<file path="src/rtl/logic_gate_unit_pkg.sv">
// Shared op-code type and buffer constants for logic_gate_unit.
`timescale 1ns/1ps
package logic_gate_unit_pkg;

    typedef enum logic [2:0] {
        OP_AND  = 3'b000,
        OP_OR   = 3'b001,
        OP_XOR  = 3'b010,
        OP_NAND = 3'b011,
        OP_NOR  = 3'b100,
        OP_XNOR = 3'b101,
        OP_NOTA = 3'b110,
        OP_RSVD = 3'b111
    } lgu_op_e;

    localparam int unsigned LGU_DEPTH = 2;
    localparam int unsigned LGU_CNT_W = 2;

    function automatic logic lgu_is_reserved(input logic [2:0] op);
        return op == OP_RSVD;
    endfunction

endpackage

</file>
<file path="src/rtl/lgu_skid_buf.sv">
// Two-entry FIFO skid buffer; head entry drives the output directly from a register.
`timescale 1ns/1ps
module lgu_skid_buf
    import logic_gate_unit_pkg::*;
#(
    parameter int unsigned PAYLOAD_W = 9
) (
    input  logic                 clk,
    input  logic                 rst_n,
    input  logic                 in_valid_i,
    output logic                 in_ready_o,
    input  logic [PAYLOAD_W-1:0] data_i,
    output logic                 out_valid_o,
    input  logic                 out_ready_i,
    output logic [PAYLOAD_W-1:0] data_o
);

    logic [LGU_CNT_W-1:0] cnt_q, cnt_d;
    logic                 in_ready_q, in_ready_d;
    logic [PAYLOAD_W-1:0] head_q, head_d;
    logic [PAYLOAD_W-1:0] tail_q, tail_d;
    logic                 push, pop;

    assign out_valid_o = (cnt_q != '0);
    assign in_ready_o  = in_ready_q;
    assign data_o      = head_q;

    assign push = in_valid_i & in_ready_q;
    assign pop  = out_valid_o & out_ready_i;

    always_comb begin
        cnt_d  = cnt_q;
        head_d = head_q;
        tail_d = tail_q;
        unique case ({push, pop})
            2'b10: begin
                if (cnt_q == '0) head_d = data_i;
                else             tail_d = data_i;
                cnt_d = cnt_q + LGU_CNT_W'(1);
            end
            2'b01: begin
                head_d = tail_q;
                cnt_d  = cnt_q - LGU_CNT_W'(1);
            end
            // Push and pop together only happen at count 1: the new entry replaces the head.
            2'b11: head_d = data_i;
            default: ;
        endcase
        in_ready_d = (cnt_d < LGU_CNT_W'(LGU_DEPTH));
    end

    always_ff @(posedge clk or negedge rst_n) begin
        if (!rst_n) begin
            cnt_q      <= '0;
            in_ready_q <= 1'b0;
            head_q     <= '0;
            tail_q     <= '0;
        end else begin
            cnt_q      <= cnt_d;
            in_ready_q <= in_ready_d;
            head_q     <= head_d;
            tail_q     <= tail_d;
        end
    end

endmodule

</file>
<file path="src/rtl/logic_gate_unit.sv">
// Bitwise logic unit with a 2-entry output buffer.
// Optional macro LGU_REDUCE_EN adds buffered y_any / y_all reduction outputs.
`timescale 1ns/1ps
module logic_gate_unit
    import logic_gate_unit_pkg::*;
#(
    parameter int unsigned WIDTH = 8
) (
    input  logic             clk,
    input  logic             rst_n,
    input  logic             in_valid,
    output logic             in_ready,
    input  logic [2:0]       op,
    input  logic [WIDTH-1:0] a,
    input  logic [WIDTH-1:0] b,
    output logic             out_valid,
    input  logic             out_ready,
    output logic [WIDTH-1:0] y,
    output logic             op_err
`ifdef LGU_REDUCE_EN
   ,output logic             y_any,
    output logic             y_all
`endif
);

`ifdef LGU_REDUCE_EN
    localparam int unsigned PAYLOAD_W = WIDTH + 3;
`else
    localparam int unsigned PAYLOAD_W = WIDTH + 1;
`endif

    logic [WIDTH-1:0]     res_y;
    logic                 res_err;
    logic [PAYLOAD_W-1:0] payload_in, payload_out;

    always_comb begin
        res_y = '0;
        case (op)
            OP_AND:  res_y = a & b;
            OP_OR:   res_y = a | b;
            OP_XOR:  res_y = a ^ b;
            OP_NAND: res_y = ~(a & b);
            OP_NOR:  res_y = ~(a | b);
            OP_XNOR: res_y = ~(a ^ b);
            OP_NOTA: res_y = ~a;
            default: res_y = '0;
        endcase
        res_err = lgu_is_reserved(op);
    end

`ifdef LGU_REDUCE_EN
    // Reductions are taken at evaluation time so they travel with their result.
    assign payload_in = {&res_y, |res_y, res_err, res_y};
    assign y_any      = payload_out[WIDTH+1];
    assign y_all      = payload_out[WIDTH+2];
`else
    assign payload_in = {res_err, res_y};
`endif

    assign y      = payload_out[WIDTH-1:0];
    assign op_err = payload_out[WIDTH];

    lgu_skid_buf #(
        .PAYLOAD_W (PAYLOAD_W)
    ) u_buf (
        .clk         (clk),
        .rst_n       (rst_n),
        .in_valid_i  (in_valid),
        .in_ready_o  (in_ready),
        .data_i      (payload_in),
        .out_valid_o (out_valid),
        .out_ready_i (out_ready),
        .data_o      (payload_out)
    );

endmodule

</file>
<file path="config.mk">
export PLATFORM = sky130hd
export DESIGN_NAME = logic_gate_unit
export DESIGN_NICKNAME = d
export VERILOG_FILES = /design/src/rtl/logic_gate_unit_pkg.sv /design/src/rtl/lgu_skid_buf.sv /design/src/rtl/logic_gate_unit.sv
export SDC_FILE = /design/constraint.sdc
export NUM_CORES = 1
export LEC_CHECK = 0
export CAP_MARGIN = 20
export CORE_ASPECT_RATIO = 0.5
export CORE_MARGIN = 4
export CORE_UTILIZATION = 53
export CTS_BUF_LIST = sky130_fd_sc_hd__clkbuf_4
export CTS_CLUSTER_SIZE = 40
export DETAILED_ROUTE_END_ITERATION = 12
export HOLD_SLACK_MARGIN = 0.03
export PLACE_DENSITY = 0.86
export SLEW_MARGIN = 20
export SYNTH_ARGS = -nofsm -noshare
export SYNTH_HDL_FRONTEND = slang
export SYNTH_SLANG_ARGS = --single-unit
</file>
<file path="constraint.sdc">
create_clock -name clk -period 1.7 [get_ports clk]
set_input_delay 0.34 -clock clk [delete_from_list [all_inputs] [get_ports clk]]
set_output_delay 0.34 -clock clk [all_outputs]
set_load 0.02 [all_outputs]
</file>
Word level (Yosys, flattened, before mapping) --
Cells that the tools add are included.
Word-level totals: latch bits 0, bits in registers 21, output and inout bits 11, bits in writable memories 0, memories 0, word-level logic and storage cells 38, input bits 23, ROM bits 0
Cells by class: multiply operators 0, shift-type cells 0, mux-type cells 4, eq/ne operators 11, bitwise gates (word level) 10, divide/modulo/power cells 0, reduce and logical (&&, ||, !) cells 6, add/sub/neg operators 2, order comparisons 1
Operators with widths (count):
- $pmux W8 S7 | 1
- $not A8 Y8 | 4
- $pmux W9 S3 | 1
- $eq A3 B3 Y1 const B | 4
- $mux W9 | 1
- $and A8 B8 Y8 | 1
- $or A8 B8 Y8 | 1
- $xor A8 B8 Y8 | 1
- $eq A3 B2 Y1 const B | 2
- $eq A2 B2 Y1 const B | 2
- $pmux W2 S2 | 1
- $reduce_and A2 Y1 | 2
- $eq A3 B1 Y1 const B | 1
- $logic_not A3 Y1 | 1
- $reduce_bool A3 Y1 | 1
- $add A2 B1 Y2 const B | 1
- $and A1 B1 Y1 | 2
- $eq A2 B1 Y1 const B | 1
- $logic_not A2 Y1 | 1
- $lt A2 B2 Y1 const B | 1
- $ne A2 B1 Y1 const B | 1
- $reduce_bool A2 Y1 | 1
- $sub A2 B1 Y2 const B | 1
- $not A1 Y1 | 1

Logic depth before layout (Yosys ltp) --
depth after elaboration 5, gate-level depth with buffers 7, mapped depth without buffers 7

Modules after synthesis --
A second synthesis with hierarchy kept.
Second synthesis, totals: cell total of the unflattened synthesis 164, area total of the unflattened synthesis 1729.2 um^2
Modules (own cells, without submodules):
- lgu_skid_buf | area each 982.2 um^2, cells an instance 64, times used 1, sequential area each 525.5 um^2
- logic_gate_unit | area each 747.0 um^2, cells an instance 100, times used 1, sequential area each 0.0 um^2

Worst setup path before layout --
No wires, ideal clock.
path type input -> register, start point in a[6], end point reg u_buf.head_q[6] (netlist: u_buf.data_o[6]), stages on the path 7, slack 0.128 ns, arrival time 1.451 ns, library setup time 0.121 ns, required time 1.579 ns, path buffers 0, cells stage by stage inv_1 ha_1 nor3b_1 a2111oi_0 or3_1 nor2_1 o21ai_1
On the way: cells in the longest elaborated chain, start to end 5, elaborated cells on any way between the ends 10, those cells by class mux (3); bitwise (7)
RTL lines:
- start: declaration | line logic_gate_unit.sv:14 | input logic [WIDTH-1:0] a,
- $xor A8 B8 Y8 (tied with other cells) | line logic_gate_unit.sv:41, logic_gate_unit.sv:44
- $not A8 Y8 (on tied branches) | line logic_gate_unit.sv:44, logic_gate_unit.sv:42, logic_gate_unit.sv:43
- $pmux W8 S7 * | line logic_gate_unit.sv:38 | case (op)
- $mux W9 | line lgu_skid_buf.sv:37 | if (cnt_q == '0) head_d = data_i;
- $pmux W9 S3 * | line lgu_skid_buf.sv:35 | unique case ({push, pop})
- end signal: assignment | line lgu_skid_buf.sv:56 | head_q <= '0;
- end signal: assignment | line lgu_skid_buf.sv:61 | head_q <= head_d;
- end: declaration | line lgu_skid_buf.sv:20 | logic [PAYLOAD_W-1:0] head_q, head_d;
Mark *: on every way between the ends. The rest lies on a longest branch, timed or not. The select of a mux whose other input is x is not followed. A chain may end at the register's enable or synchronous reset.

Final worst setup path --
start point in b[1], end point reg u_buf.head_q[1] (netlist: u_buf.data_o[1])
On the way: cells in the longest elaborated chain, start to end 5, elaborated cells on any way between the ends 9, those cells by class mux (3); bitwise (6)
RTL lines:
- start: declaration | line logic_gate_unit.sv:15 | input logic [WIDTH-1:0] b,
- $xor A8 B8 Y8 (tied with other cells) | line logic_gate_unit.sv:41, logic_gate_unit.sv:44
- $not A8 Y8 (on tied branches) | line logic_gate_unit.sv:44, logic_gate_unit.sv:42, logic_gate_unit.sv:43
- $pmux W8 S7 * | line logic_gate_unit.sv:38
- $mux W9 | line lgu_skid_buf.sv:37
- $pmux W9 S3 * | line lgu_skid_buf.sv:35
Marked as above.

==> results.sh <==
export IMPL_clockRootBuffer="sky130_fd_sc_hd__clkbuf_4"
export IMPL_cts_post_setup_buffers_inserted=0
export IMPL_power_density_cell_area_mw_per_mm2=1133
export IMPL_wl_per_cell_um=15.31
export IMPL_critical_path_cell_count=9
export IMPL_layout_drive_gt1_share_pct=28.95
export IMPL_ios=34
export IMPL_dr_pass1_iters=4
export IMPL_area_occupied_by_multi_input_gates_mm2=0.001139
export IMPL_worstMarginPinSlew_ps=398.6
export IMPL_dieHeight_um=47.86
export IMPL_floorplan_die_area_mm2=0.004198
export IMPL_via_count_of_the_first_global_routing_pass=1700
export IMPL_path_class="in2reg"
export IMPL_max_clock_freq_ghz=0.6017
export IMPL_pwr_share_comb_pct=59.2
export IMPL_fp_coreArea_mm2=0.003030
export IMPL_worst_path_buf_inv=3
export IMPL_worst_setup_path_start_kind="input port"
export IMPL_maximum_single_stage_delay_on_the_critical_path_ps=480
export IMPL_cts_inserted_buffers=3
export IMPL_power_switching_mw=1.159
export IMPL_std_cell_rows=14
export IMPL_final_hold_viol_count=0
export IMPL_clock_tree_htree_level_count=1
export IMPL_power_frac_seq_pct=31.9
export IMPL_switching_share_pct=41.46
export IMPL_grt_pass1_wl_um=7555
export IMPL_vdd_ir_drop_max_uv=831.0
export IMPL_power_clock_fraction_pct=8.9
export IMPL_area_growth_pct=46.51
export IMPL_setup_violations_final=0
export IMPL_post_route_cell_area_mm2=0.002467
export IMPL_layout_nets=308
export IMPL_synth_warnings=0
export IMPL_setup_slack_of_the_most_critical_reg_to_reg_path_ps=140
export IMPL_nFillCells=182
export IMPL_setup_worst_path_end_class="flip-flop"
export IMPL_leakagePower_nw=1.157
export IMPL_fin_crit_ps=1662
export IMPL_antenna_violating_nets_post_route=0
export IMPL_gr_usage_all_layers_pct=23.47
export IMPL_status="finished, final reports clean"
export IMPL_synth_net_count=241
export IMPL_tritoncts="built"
export IMPL_rr_endpoint="u_buf.in_ready_o"
export IMPL_timing_final_ws_setup_ps=38.00
export IMPL_r2r_start="u_buf.cnt_q[0]"
export IMPL_hold_ws_ps=340.9
export IMPL_drc_errors=0
export IMPL_syn_mean_instance_area_um2=8.421
export IMPL_drt_initial_drc_count=129
export IMPL_worst_ep_required_time_ps=1910
export IMPL_globalplace_congestion=0.7858
export IMPL_hold_buf_cts=0
export IMPL_netlist_instances=200
export IMPL_min_period_over_period_pct=97.76
export IMPL_critical_path_top_delay_family="buffers and inverters"
export IMPL_synth_yosys_seq_area_share_pct=31.20
export IMPL_ff2ff_path_depth=7
export IMPL_timing_critical_path_fanout_max=3
export IMPL_min_path_type="in2async"
export IMPL_rsz0062_at_grt="yes"
export IMPL_die_width_um=87.72
export IMPL_path_clk_slew_ps=120
export IMPL_route_detailed_vias_per_inst=5.641
export IMPL_antenna_cells=0
export IMPL_synth_cell_area_mm2=0.001684
export IMPL_cell_internal_pwr_mw=1.637
export IMPL_port_buffer_count=33
export IMPL_skew_ps=7.796
export IMPL_place_hpwl_um=3330
export IMPL_crit_path_top_delay_cell="sky130_fd_sc_hd__clkdlybuf4s50_1"
export IMPL_worstPathCellList="clkdlybuf4s50_1, inv_1, ha_4, nand2b_1, a2bb2oi_2, nor2_1, a211oi_2, buf_4, a21oi_1"
export IMPL_drv_max_cap_violation_count=0
export IMPL_initial_utilization_pct=55.57
export IMPL_dr_total_vias=1726
export IMPL_grt_max_degree=22
export IMPL_grt_remaining_overflow=0
export IMPL_postPlaceCellArea_mm2=0.002282
export IMPL_cts_root_to_sink_buffers=2
export IMPL_route_final_wire_length_um=4685
export IMPL_ffs_latches_synth=21
export IMPL_slew_limit_headroom_pct=73.26
export IMPL_register_area_um2=525.5
export IMPL_cp_data_arrival_time_ps=1870
export IMPL_clock_sink_count=21
export IMPL_clk_insertion_delay_late_ps=320
export IMPL_grt_antenna_before_repair=0
export IMPL_pnr_total_power_mw=2.796
export IMPL_worst_slack_at_placement_ps=-465.5
export IMPL_final_slew_viol_count=0
export IMPL_yosysUniqueCellTypes=34
[flip-flops by register name, indices dropped and copies added (netlist names)]
| signal | flops |
|---|---|
| u_buf.cnt_q | 2 |
| u_buf.in_ready_o | 1 |
| u_buf.tail_q | 9 |
| u_buf.data_o | 9 |
[cell families (layout without fill, tap and decap cells)]
| family | after synthesis | after routing | synth area share (%) |
|---|---|---|---|
| AND/OR/NAND/NOR | 62 | 62 | 17.68 |
| AO/OA/AOI/OAI | 55 | 55 | 21.99 |
| buffers and inverters | 34 | 100 | 10.03 |
| flip-flops | 21 | 21 | 31.20 |
| adder cells (fa/ha/maj) | 18 | 18 | 13.37 |
| multiplexers | 7 | 7 | 4.161 |
| XOR/XNOR | 3 | 3 | 1.560 |
[cell type report]
type | count | area share (%)
clock buffer | 3 | 0.9128
clock inverter | 1 | 0.2028
inverter | 23 | 3.499
multi-input combinational | 145 | 46.15
sequential | 21 | 21.30
tap | 40 | 2.028
timing repair buffer | 73 | 25.91
[worst max path at each step]
stage,start,end,slack [ps]
global placement,a[6],u_buf.data_o[6],-410
finish,b[1],u_buf.data_o[1],40
floorplan,a[6],u_buf.data_o[6],130
global route,b[4],u_buf.data_o[4],-60
detailed placement,a[7],u_buf.data_o[7],-470
CTS,b[6],u_buf.data_o[6],-6
[Yosys cell counts (all sizes together)]
cell	instances	area (µm²)
a2bb2oi	2	17.52
clkbuf	1	3.750
nor3b	1	7.510
ha	18	225.2
nand2b	4	25.02
nor4	3	18.77
nor2	23	86.33
nor3	5	25.02
a2111oi	2	36.29
o221a	3	33.78
xor2	1	8.760
or3	1	6.260
o21ai	22	110.1
and2	1	8.760
o31ai	2	15.01
a21oi	12	63.81
o32ai	2	17.52
nor2b	6	37.54
inv	23	86.33
nand2	14	52.55
a211oi	9	67.56
buf	10	78.81
o221ai	1	8.760
nand3b	4	30.03
mux2i	7	70.07
xnor2	2	17.52
dfrtp	21	525.5
[worst register-to-register path, stage by stage (launching register included)]
cell and delay (ps):
sky130_fd_sc_hd__dfrtp_1 430, sky130_fd_sc_hd__o21ai_2 180, sky130_fd_sc_hd__inv_2 70, sky130_fd_sc_hd__ha_4 210, sky130_fd_sc_hd__xnor2_1 140, sky130_fd_sc_hd__nor2_1 150
sky130_fd_sc_hd__xor2_1 230, sky130_fd_sc_hd__inv_1 70
[per-stage QoR]
step           setup TNS (ps)  instances  util (%)
2_1_floorplan               0        200         -
3_3_place_gp            -4812        302     75.31
3_5_place_dp            -6028        302     75.31
4_1_cts                -9.895        306     78.65
5_1_grt                -191.1        306     81.42
6_report                    0        306     81.42
[layout by cell type (no fill, tap or decap), types with 4 or more instances in the layout]
cell	instances
sky130_fd_sc_hd__ha_1	14
sky130_fd_sc_hd__mux2i_1	7
sky130_fd_sc_hd__o21ai_1	7
sky130_fd_sc_hd__nand2_1	14
sky130_fd_sc_hd__inv_1	19
sky130_fd_sc_hd__nor3_1	5
sky130_fd_sc_hd__nor2b_1	4
sky130_fd_sc_hd__buf_4	39
sky130_fd_sc_hd__dfrtp_1	21
sky130_fd_sc_hd__inv_2	4
sky130_fd_sc_hd__ha_4	4
sky130_fd_sc_hd__a211oi_2	4
sky130_fd_sc_hd__nand2b_1	4
sky130_fd_sc_hd__a211oi_1	5
sky130_fd_sc_hd__dlymetal6s2s_1	5
sky130_fd_sc_hd__a21oi_1	11
sky130_fd_sc_hd__nand3b_1	4
sky130_fd_sc_hd__nor2_1	22
sky130_fd_sc_hd__o21ai_0	12
sky130_fd_sc_hd__clkdlybuf4s50_1	25
[per-layer routing]
metal / part of all wire [%] / global-route usage, %
met3: 6.2 / 2.749
met5: 0 / 0
met1: 42 / 28.41
met4: 1.5 / 8.257
met2: 50 / 44.91
[what timing repair did]
item	4_1_cts	5_1_grt
pin swaps	9	7
endpoints found under the setup margin	12	15
gates resized for setup	18	24
[power by group through the flow]
stage | clock network, mW | logic, mW | registers [mW]
4_1_cts | 0.242 | 1.60 | 0.885
2_1_floorplan | 0 | 0.674 | 1.02
3_5_place_dp | 0 | 1.55 | 0.892
3_3_place_gp | 0 | 1.48 | 0.872
6_report | 0.248 | 1.66 | 0.892
5_1_grt | 0.273 | 1.79 | 0.918
(Power assumes the default switching activity.)
